`src/rtl/frame_capture.sv`:
```
// Stores CSI-2 image payload words into a line-addressed frame buffer after skipping
// a configurable number of whole frames, with sticky overflow/short-line/framing flags.
module frame_capture #(
  parameter int unsigned H_WORDS     = 160,
  parameter int unsigned V_LINES     = 480,
  parameter int unsigned DATA_WIDTH  = 32,
  parameter int unsigned ADDR_WIDTH  = 17,
  parameter int unsigned SKIP_FRAMES = 2
) (
  input  logic                  clk,
  input  logic                  reset,
  input  logic                  arm,
  input  logic                  abort,
  input  logic                  continuous,
  input  logic [DATA_WIDTH-1:0] image_data,
  input  logic                  image_data_enable,
  input  logic                  frame_start,
  input  logic                  frame_end,
  input  logic                  line_end,
  output logic                  wr_en,
  output logic [ADDR_WIDTH-1:0] wr_addr,
  output logic [DATA_WIDTH-1:0] wr_data,
  output logic                  busy,
  output logic                  done,
  output logic [15:0]           frame_count,
  output logic                  overflow,
  output logic                  short_line,
  output logic                  frame_err
);

  localparam int unsigned ColW  = $clog2(H_WORDS + 1);
  localparam int unsigned LineW = $clog2(V_LINES + 1);
  localparam int unsigned SkipW = (SKIP_FRAMES < 1) ? 1 : $clog2(SKIP_FRAMES + 1);

  localparam logic [ColW-1:0]       ColMax   = ColW'(H_WORDS);
  localparam logic [LineW-1:0]      LineMax  = LineW'(V_LINES);
  localparam logic [SkipW-1:0]      SkipMax  = SkipW'(SKIP_FRAMES);
  localparam logic [ADDR_WIDTH-1:0] LineStep = ADDR_WIDTH'(H_WORDS);

  typedef enum logic [2:0] {StIdle, StWaitSof, StSkip, StCapture, StDone} state_e;

  state_e                  state_q, state_d;
  logic [SkipW-1:0]        skip_q, skip_d;
  logic [ColW-1:0]         col_q, col_d;
  logic [LineW-1:0]        line_q, line_d;
  logic [ADDR_WIDTH-1:0]   base_q, base_d;
  logic                    wr_en_q, wr_en_d;
  logic [ADDR_WIDTH-1:0]   wr_addr_q, wr_addr_d;
  logic [DATA_WIDTH-1:0]   wr_data_q, wr_data_d;
  logic                    done_q, done_d;
  logic [15:0]             count_q, count_d;
  logic                    ovf_q, ovf_d;
  logic                    short_q, short_d;
  logic                    ferr_q, ferr_d;

  always_comb begin
    state_d   = state_q;
    skip_d    = skip_q;
    col_d     = col_q;
    line_d    = line_q;
    base_d    = base_q;
    wr_en_d   = 1'b0;
    wr_addr_d = wr_addr_q;
    wr_data_d = wr_data_q;
    done_d    = 1'b0;
    count_d   = count_q;
    ovf_d     = ovf_q;
    short_d   = short_q;
    ferr_d    = ferr_q;

    if (abort) begin
      state_d = StIdle;
    end else begin
      unique case (state_q)
        StIdle: begin
          if (arm) begin
            state_d = StWaitSof;
            count_d = '0;
            ovf_d   = 1'b0;
            short_d = 1'b0;
            ferr_d  = 1'b0;
            skip_d  = '0;
          end
        end
        StWaitSof: begin
          if (frame_start) begin
            if (skip_q < SkipMax) begin
              state_d = StSkip;
            end else begin
              state_d = StCapture;
              col_d   = '0;
              line_d  = '0;
              base_d  = '0;
            end
          end
        end
        StSkip: begin
          if (frame_start) begin
            ferr_d = 1'b1;
          end else if (frame_end) begin
            skip_d  = skip_q + 1'b1;
            state_d = StWaitSof;
          end
        end
        StCapture: begin
          if (frame_start) begin
            ferr_d = 1'b1;
            col_d  = '0;
            line_d = '0;
            base_d = '0;
          end else begin
            if (image_data_enable) begin
              if (col_q < ColMax && line_q < LineMax) begin
                wr_en_d   = 1'b1;
                wr_addr_d = base_q + ADDR_WIDTH'(col_q);
                wr_data_d = image_data;
                col_d     = col_q + 1'b1;
              end else begin
                ovf_d = 1'b1;
              end
            end
            // col_d already includes a word accepted this cycle
            if (line_end && col_d != '0 && line_q < LineMax) begin
              if (col_d < ColMax) short_d = 1'b1;
              base_d = base_q + LineStep;
              col_d  = '0;
              line_d = line_q + 1'b1;
            end
            if (frame_end) begin
              if (count_q != 16'hFFFF) count_d = count_q + 16'd1;
              done_d  = 1'b1;
              state_d = continuous ? StWaitSof : StDone;
            end
          end
        end
        StDone:  state_d = StIdle;
        default: state_d = StIdle;
      endcase
    end
  end

  always_ff @(posedge clk or posedge reset) begin
    if (reset) begin
      state_q   <= StIdle;
      skip_q    <= '0;
      col_q     <= '0;
      line_q    <= '0;
      base_q    <= '0;
      wr_en_q   <= 1'b0;
      wr_addr_q <= '0;
      wr_data_q <= '0;
      done_q    <= 1'b0;
      count_q   <= '0;
      ovf_q     <= 1'b0;
      short_q   <= 1'b0;
      ferr_q    <= 1'b0;
    end else begin
      state_q   <= state_d;
      skip_q    <= skip_d;
      col_q     <= col_d;
      line_q    <= line_d;
      base_q    <= base_d;
      wr_en_q   <= wr_en_d;
      wr_addr_q <= wr_addr_d;
      wr_data_q <= wr_data_d;
      done_q    <= done_d;
      count_q   <= count_d;
      ovf_q     <= ovf_d;
      short_q   <= short_d;
      ferr_q    <= ferr_d;
    end
  end

  assign wr_en       = wr_en_q;
  assign wr_addr     = wr_addr_q;
  assign wr_data     = wr_data_q;
  assign busy        = (state_q != StIdle);
  assign done        = done_q;
  assign frame_count = count_q;
  assign overflow    = ovf_q;
  assign short_line  = short_q;
  assign frame_err   = ferr_q;

endmodule
```
`config.mk`:
```
export PLATFORM = sky130hd
export DESIGN_NAME = frame_capture
export DESIGN_NICKNAME = d
export VERILOG_FILES = /design/src/rtl/frame_capture.sv
export SDC_FILE = /design/constraint.sdc
export NUM_CORES = 1
export LEC_CHECK = 0
export ABC_AREA = 0
export ABC_CLOCK_PERIOD_IN_PS = 7900
export BUFFER_PORTS_ARGS = -buffer_cell sky130_fd_sc_hd__buf_2
export CORE_UTILIZATION = 61
export CTS_BUF_LIST = sky130_fd_sc_hd__clkbuf_4
export CTS_CLUSTER_SIZE = 20
export DETAILED_ROUTE_END_ITERATION = 8
export GPL_TIMING_DRIVEN = 0
export HOLD_SLACK_MARGIN = 0.08
export PLACE_DENSITY = 0.95
export SLEW_MARGIN = 25
export SYNTH_ARGS = -nofsm -noshare
export SYNTH_HDL_FRONTEND = slang
export SYNTH_SLANG_ARGS = --single-unit
export TNS_END_PERCENT = 5
```
`constraint.sdc`:
```
create_clock -name clk -period 7.9 [get_ports clk]
set_clock_uncertainty 0.2 [all_clocks]
set_input_delay 0.395 -clock clk [delete_from_list [all_inputs] [get_ports clk]]
set_output_delay 0.395 -clock clk [all_outputs]
set_load 0.01 [all_outputs]
```
* After elaboration in Yosys (flattened, before gate mapping)
Cells that the tools add are included.
** Word-level totals
- Register bits after elaboration :: 109
- Word-level logic and storage cells :: 128
** Cells by class
- Equality and inequality tests :: 24
- Mux-type cells :: 59
- Magnitude comparators :: 4
- Bitwise gates (word level) :: 2
- Reduce and logical (&&, ||, !) cells :: 20
- $add $sub $neg :: 6
** Operator list (count)
- $mux W8 :: 9
- $mux W17 :: 4
- $mux W16 :: 4
- $mux W9 :: 4
- $pmux W17 S2 :: 1
- $pmux W16 S2 :: 1
- $mux W3 :: 8
- $ne A2 B2 Y1 const B :: 12
- $reduce_and A6 Y1 :: 4
- $ne A3 B3 Y1 const B :: 7
- $mux W1 :: 18
- $pmux W9 S2 :: 1
- $add A17 B8 Y17 :: 1
- $add A17 B8 Y17 const B :: 1
- $add A16 B1 Y16 const B :: 1
- $lt A8 B8 Y1 const B :: 2
- $ne A16 B16 Y1 const B :: 1
- $pmux W8 S2 :: 1
- $reduce_and A5 Y1 :: 3
- $pmux W3 S4 :: 1
- $add A9 B1 Y9 const B :: 1
- $lt A9 B9 Y1 const B :: 1
- $add A8 B1 Y8 const B :: 1
- $reduce_and A4 Y1 :: 2
- other kinds (15) :: 26

* Longest topological paths before layout
- Depth in word-level cells :: 13
- Depth in mapped cells :: 9
- Depth with buffers taken out :: 8

* Worst setup path after synthesis
OpenSTA, ideal clock, no wires.
- Path type :: register to register
- From :: register col_q[1]
- To :: register col_q[4]
- Slack :: 5.514 ns
- Data arrival time :: 2.106 ns
- Stages on the path, launching flop included :: 8
- Library setup time :: 0.080 ns
- Cells stage by stage :: dfrtp_1 -> ha_1 -> or3_1 -> a21oi_1 -> o221a_4 -> a21oi_2 -> or4_1 -> o211ai_2
** Between the ends
- Cells in the longest elaborated chain, start to end :: 13
- Elaborated cells between the ends (all ways) :: 14
- Classes of those cells :: add/sub (1); order compare (1); mux (8); reduce/logical (4)
** RTL lines
- start: declaration :: line 44 : logic [ColW-1:0] col_q, col_d;
- start signal: assignment :: line 160 : col_q <= col_d;
- $lt A8 B8 Y1 :: line 113 : if (col_q < ColMax && line_q < LineMax) begin
- $logic_and A1 B1 Y1 :: line 113
- $mux W8 :: line 113
- $mux W8 * :: line 112 : if (image_data_enable) begin
- $mux W8 * :: line 106 : if (frame_start) begin
- $mux W8 * :: line 74 : unique case (state_q)
- $mux W8 * :: line 71 : if (abort) begin
- $reduce_bool A8 Y1 :: line 123 : if (line_end && col_d != '0 && line_q < LineMax) begin
- $logic_and A1 B1 Y1 (2 in a row) :: line 123
- $mux W8 * :: line 123
- $mux W8 * :: line 106
- $pmux W8 S2 * :: line 74
Every way passes the cells marked *; elsewhere a longest branch is shown, timed or not. The select of a mux whose other input is x is not followed.
A chain may end at the register's enable or synchronous reset.

* Worst setup path after layout
- From :: input port abort
- To :: register wr_data_q[19] (netlist: wr_data[19])
** Between the ends
- Cells in the longest elaborated chain, start to end :: 2
** RTL lines
- start: declaration :: line 13 : input logic abort,
- $not A1 Y1 (no line)
- $reduce_and A5 Y1 (no line)
- end signal: assignment :: line 165 : wr_data_q <= wr_data_d;
- end: declaration :: line 49 : logic [DATA_WIDTH-1:0] wr_data_q, wr_data_d;
Every way passes these cells.

==> impl_metrics.yaml <==
floorplanning:
  die_w_um: 93.5
  initial_core_util_pct: 62.4
  num_io_pins: 112
  die_h_um: 93.5
  row_count: 33
  die-area_um2: 8740
  core_area_um2: 8180
synthesis:
  synthAdderAreaFrac_pct: 1.72
  synth-edff-count: 0
  syn_avg_cell_area_um2: 8.82
  synth_cell_type_count: 51
  synthSimpleGateAreaFrac_pct: 25.0
  synth_common_cells: "163 x nand2_1, 104 x dfrtp_1, 43 x o21ai_0, 35 x nor2_1, 23 x a21oi_1"
  yosysMostFrequentCell: "nand2_1"
  ys_seq_area_share_pct: 51.0
  synth_top_family_by_area: "simple AND/OR/NAND/NOR gates"
  synth_top_area_share_pct: 51.0
  synth_mux_area_share_pct: 2.60
  synthXorXnorAreaFrac_pct: 2.75
  ys_ff_latch: 104
  synthArstFlopShare_pct: 100
  yosysWarnings: 0
  synth_compound_area_share_pct: 13.4
  synth_top_area_cell: "dfrtp_1"
  yosys-top-cells-area: "dfrtp_1 51%, nand2_1 12%, o21ai_0 4.2%"
  ys.flop_type: "dfrtp_1"
  netlist_area_um2: 5100
  syn_inst: 579
  synth_nets: 627
worst_setup_path:
  r2r_start: "state_q[2]"
  worst_r2r_endpoint: "wr_data[19]"
  worstPathRequired_ns: 8.12
  reg2reg_slack_ns: 4.55
  critPathKind: "in2reg"
  cp.arrival_ns: 3.62
  end_kind: "flop"
  startpoint: "abort"
  startpoint_type: "input pin"
  crit_fanout: 10
  cp-endpoint: "wr_data[19]"
  reg2reg_depth: 8
power_and_ir_drop:
  switching_share_pct: 37.5
  power.internal_mw: 0.921
  p_switching_mw: 0.553
  power_density_nw_per_um2: 231
  combinationalPowerShare_pct: 30.3
  irDropWorstVdd_mv: 0.113
  total_power_mw: 1.47
  seqPwrFrac_pct: 48.9
  p_leak_nw: 3.26
  p_clk_share_pct: 20.8
sta:
  fin_crit_sh_pct: 43.1
  hold_viol: 0
  grt_setup_unrepaired: "false"
  tns_ns: 0
  tightest_slew_ns: 0.742
  final-setup-viol-count: 0
  finalMaxSlewViolations: 0
  period_minus_slack_ns: 3.40
  holdWs_ns: 0.218
  slew_headroom_pct: 50.3
  fmax_ghz: 0.294
routing:
  drt_iter0_markers: 482
  wl_um: 14900
  ant_nets: 0
  drt_pre_antenna_iters: 5
  dr_total_vias: 5110
  viasPerCell: 6.00
  drc: 0
  wl_per_cell_um: 17.4
global_route:
  antenna_found_initial: 1
  grt_pass1_wl_um: 23800
  grt_max_degree: 72
  grt_pass1_vias: 4908
  grt_use_total_pct: 35.5
  grt_overflow_total: 0
cells_and_area:
  fillCellCount: 484
  drive_above_1_share_pct: 20.0
  layout.cells.non_filler: 852
  nNetsFinal: 789
  area_growth_syn_to_layout_pct: 25.0
  utilization_pct: 78.0
clocking:
  clockRootBuffer: "clkbuf_4"
  clk-insertion-delay-late_ns: 0.48
  cts_sinks: 104
  clkTransAtPathRegs_ns: 0.18
  ctsResizeCount: 0
  postCtsSetupBuffers: 0
  cts_made_buffers: 9
  hold_buffers: 39
  htreeDepth: 3
  cts_tree: "done"
  clk_path_buf_depth: 2
placement:
  place_hpwl_um: 9200
  place_congestion: 0.875
  port_buffers: 111
  dp_cells: 796
min_path:
  worst_hold_path_type: "in2async"
job:
  cap_violations: 0
outcome:
  status: "finished clean"
state kept, by name (all words and copies together) (netlist names):
name / count
frame_count: 16
skip_q: 2
line_q: 9
wr_en: 1
short_line: 1
frame_err: 1
done: 1
overflow: 1
wr_addr: 17
col_q: 8
state_q: 3
base_q: 12
wr_data: 32
worst min path at each step:
stage          cells after the start   startpoint              to
2_1_floorplan                      1    line_q[2]       line_q[2]
3_3_place_gp                       2  wr_data[31]     wr_data[31]
3_5_place_dp                       2        reset  frame_count[3]
4_1_cts                            4  frame_start      base_q[10]
5_1_grt                            3        reset            done
6_report                           3        reset            done
worst max-delay path, cell delays in order:
cell and delay, ns:
dlygate4sd3_1 0.53, buf_2 0.14, nor2_1 0.27, nand3_1 0.36
nor2_1 0.65, nand2_1 0.45, clkinv_1 0.31, buf_2 0.28
nand2_1 0.12, nand2_1 0.11
logic make-up after synthesis:
kind of cell             after synthesis
XOR/XNOR                              16
adder cells (fa/ha/maj)                7
buffers and inverters                 43
multiplexers                          13
flip-flops                           104
AND/OR/NAND/NOR                      282
AO/OA/AOI/OAI                        114
through the flow:
step / cell area [µm²] / worst slack [ns]
2_1_floorplan: 5100 / 4.57
3_3_place_gp: 5790 / 3.48
3_5_place_dp: 5820 / 4.76
4_1_cts: 6380 / 4.71
5_1_grt: 6380 / 4.41
6_report: 6380 / 4.50
cell type report:
cell class | count | area, µm² | area share [%]
antenna | 1 | 2.50 | 0.0392
buffer | 26 | 120 | 1.88
clock buffer | 9 | 67.6 | 1.06
clock inverter | 7 | 95.1 | 1.49
inverter | 17 | 68.8 | 1.08
multi-input combinational | 432 | 2320 | 36.3
sequential | 104 | 2600 | 40.8
tap | 105 | 131 | 2.06
timing repair buffer | 151 | 973 | 15.3
power by group through the flow:
stage               logic (mW)  clock network (mW)  registers, mW
detailed placement       0.408                   0          0.720
global route             0.487               0.328          0.728
global placement         0.384                   0          0.709
finish                   0.446               0.307          0.721
CTS                      0.424               0.307          0.709
floorplan                0.213                   0          0.747
per-layer routing:
layer	vias to the layer above	global-route usage [%]	wire length (µm)
met2	295	58.8	7290
met1	2427	43.5	5760
met5	-	0	0
met3	59	10.5	1330
met4	0	14.2	475
li1	2329	-	-
cells in the final DEF (no fill, tap or decap), drive strengths merged, types with 3 or more instances in the layout:
master       count
dlygate4sd3     39
ha               7
buf            122
nor2b            3
nand2b           4
mux2i           11
nand2          163
dfrtp          104
a31oi           21
and3            10
nand3           19
clkinv           3
clkbuf          25
inv             20
a21oi           24
nor2            35
nor3            12
nor4             3
xnor2           14
or4              5
nand4           12
o21ai           46
or3              8
a21o             4
No activity file was read; power rests on OpenSTA's default activity.
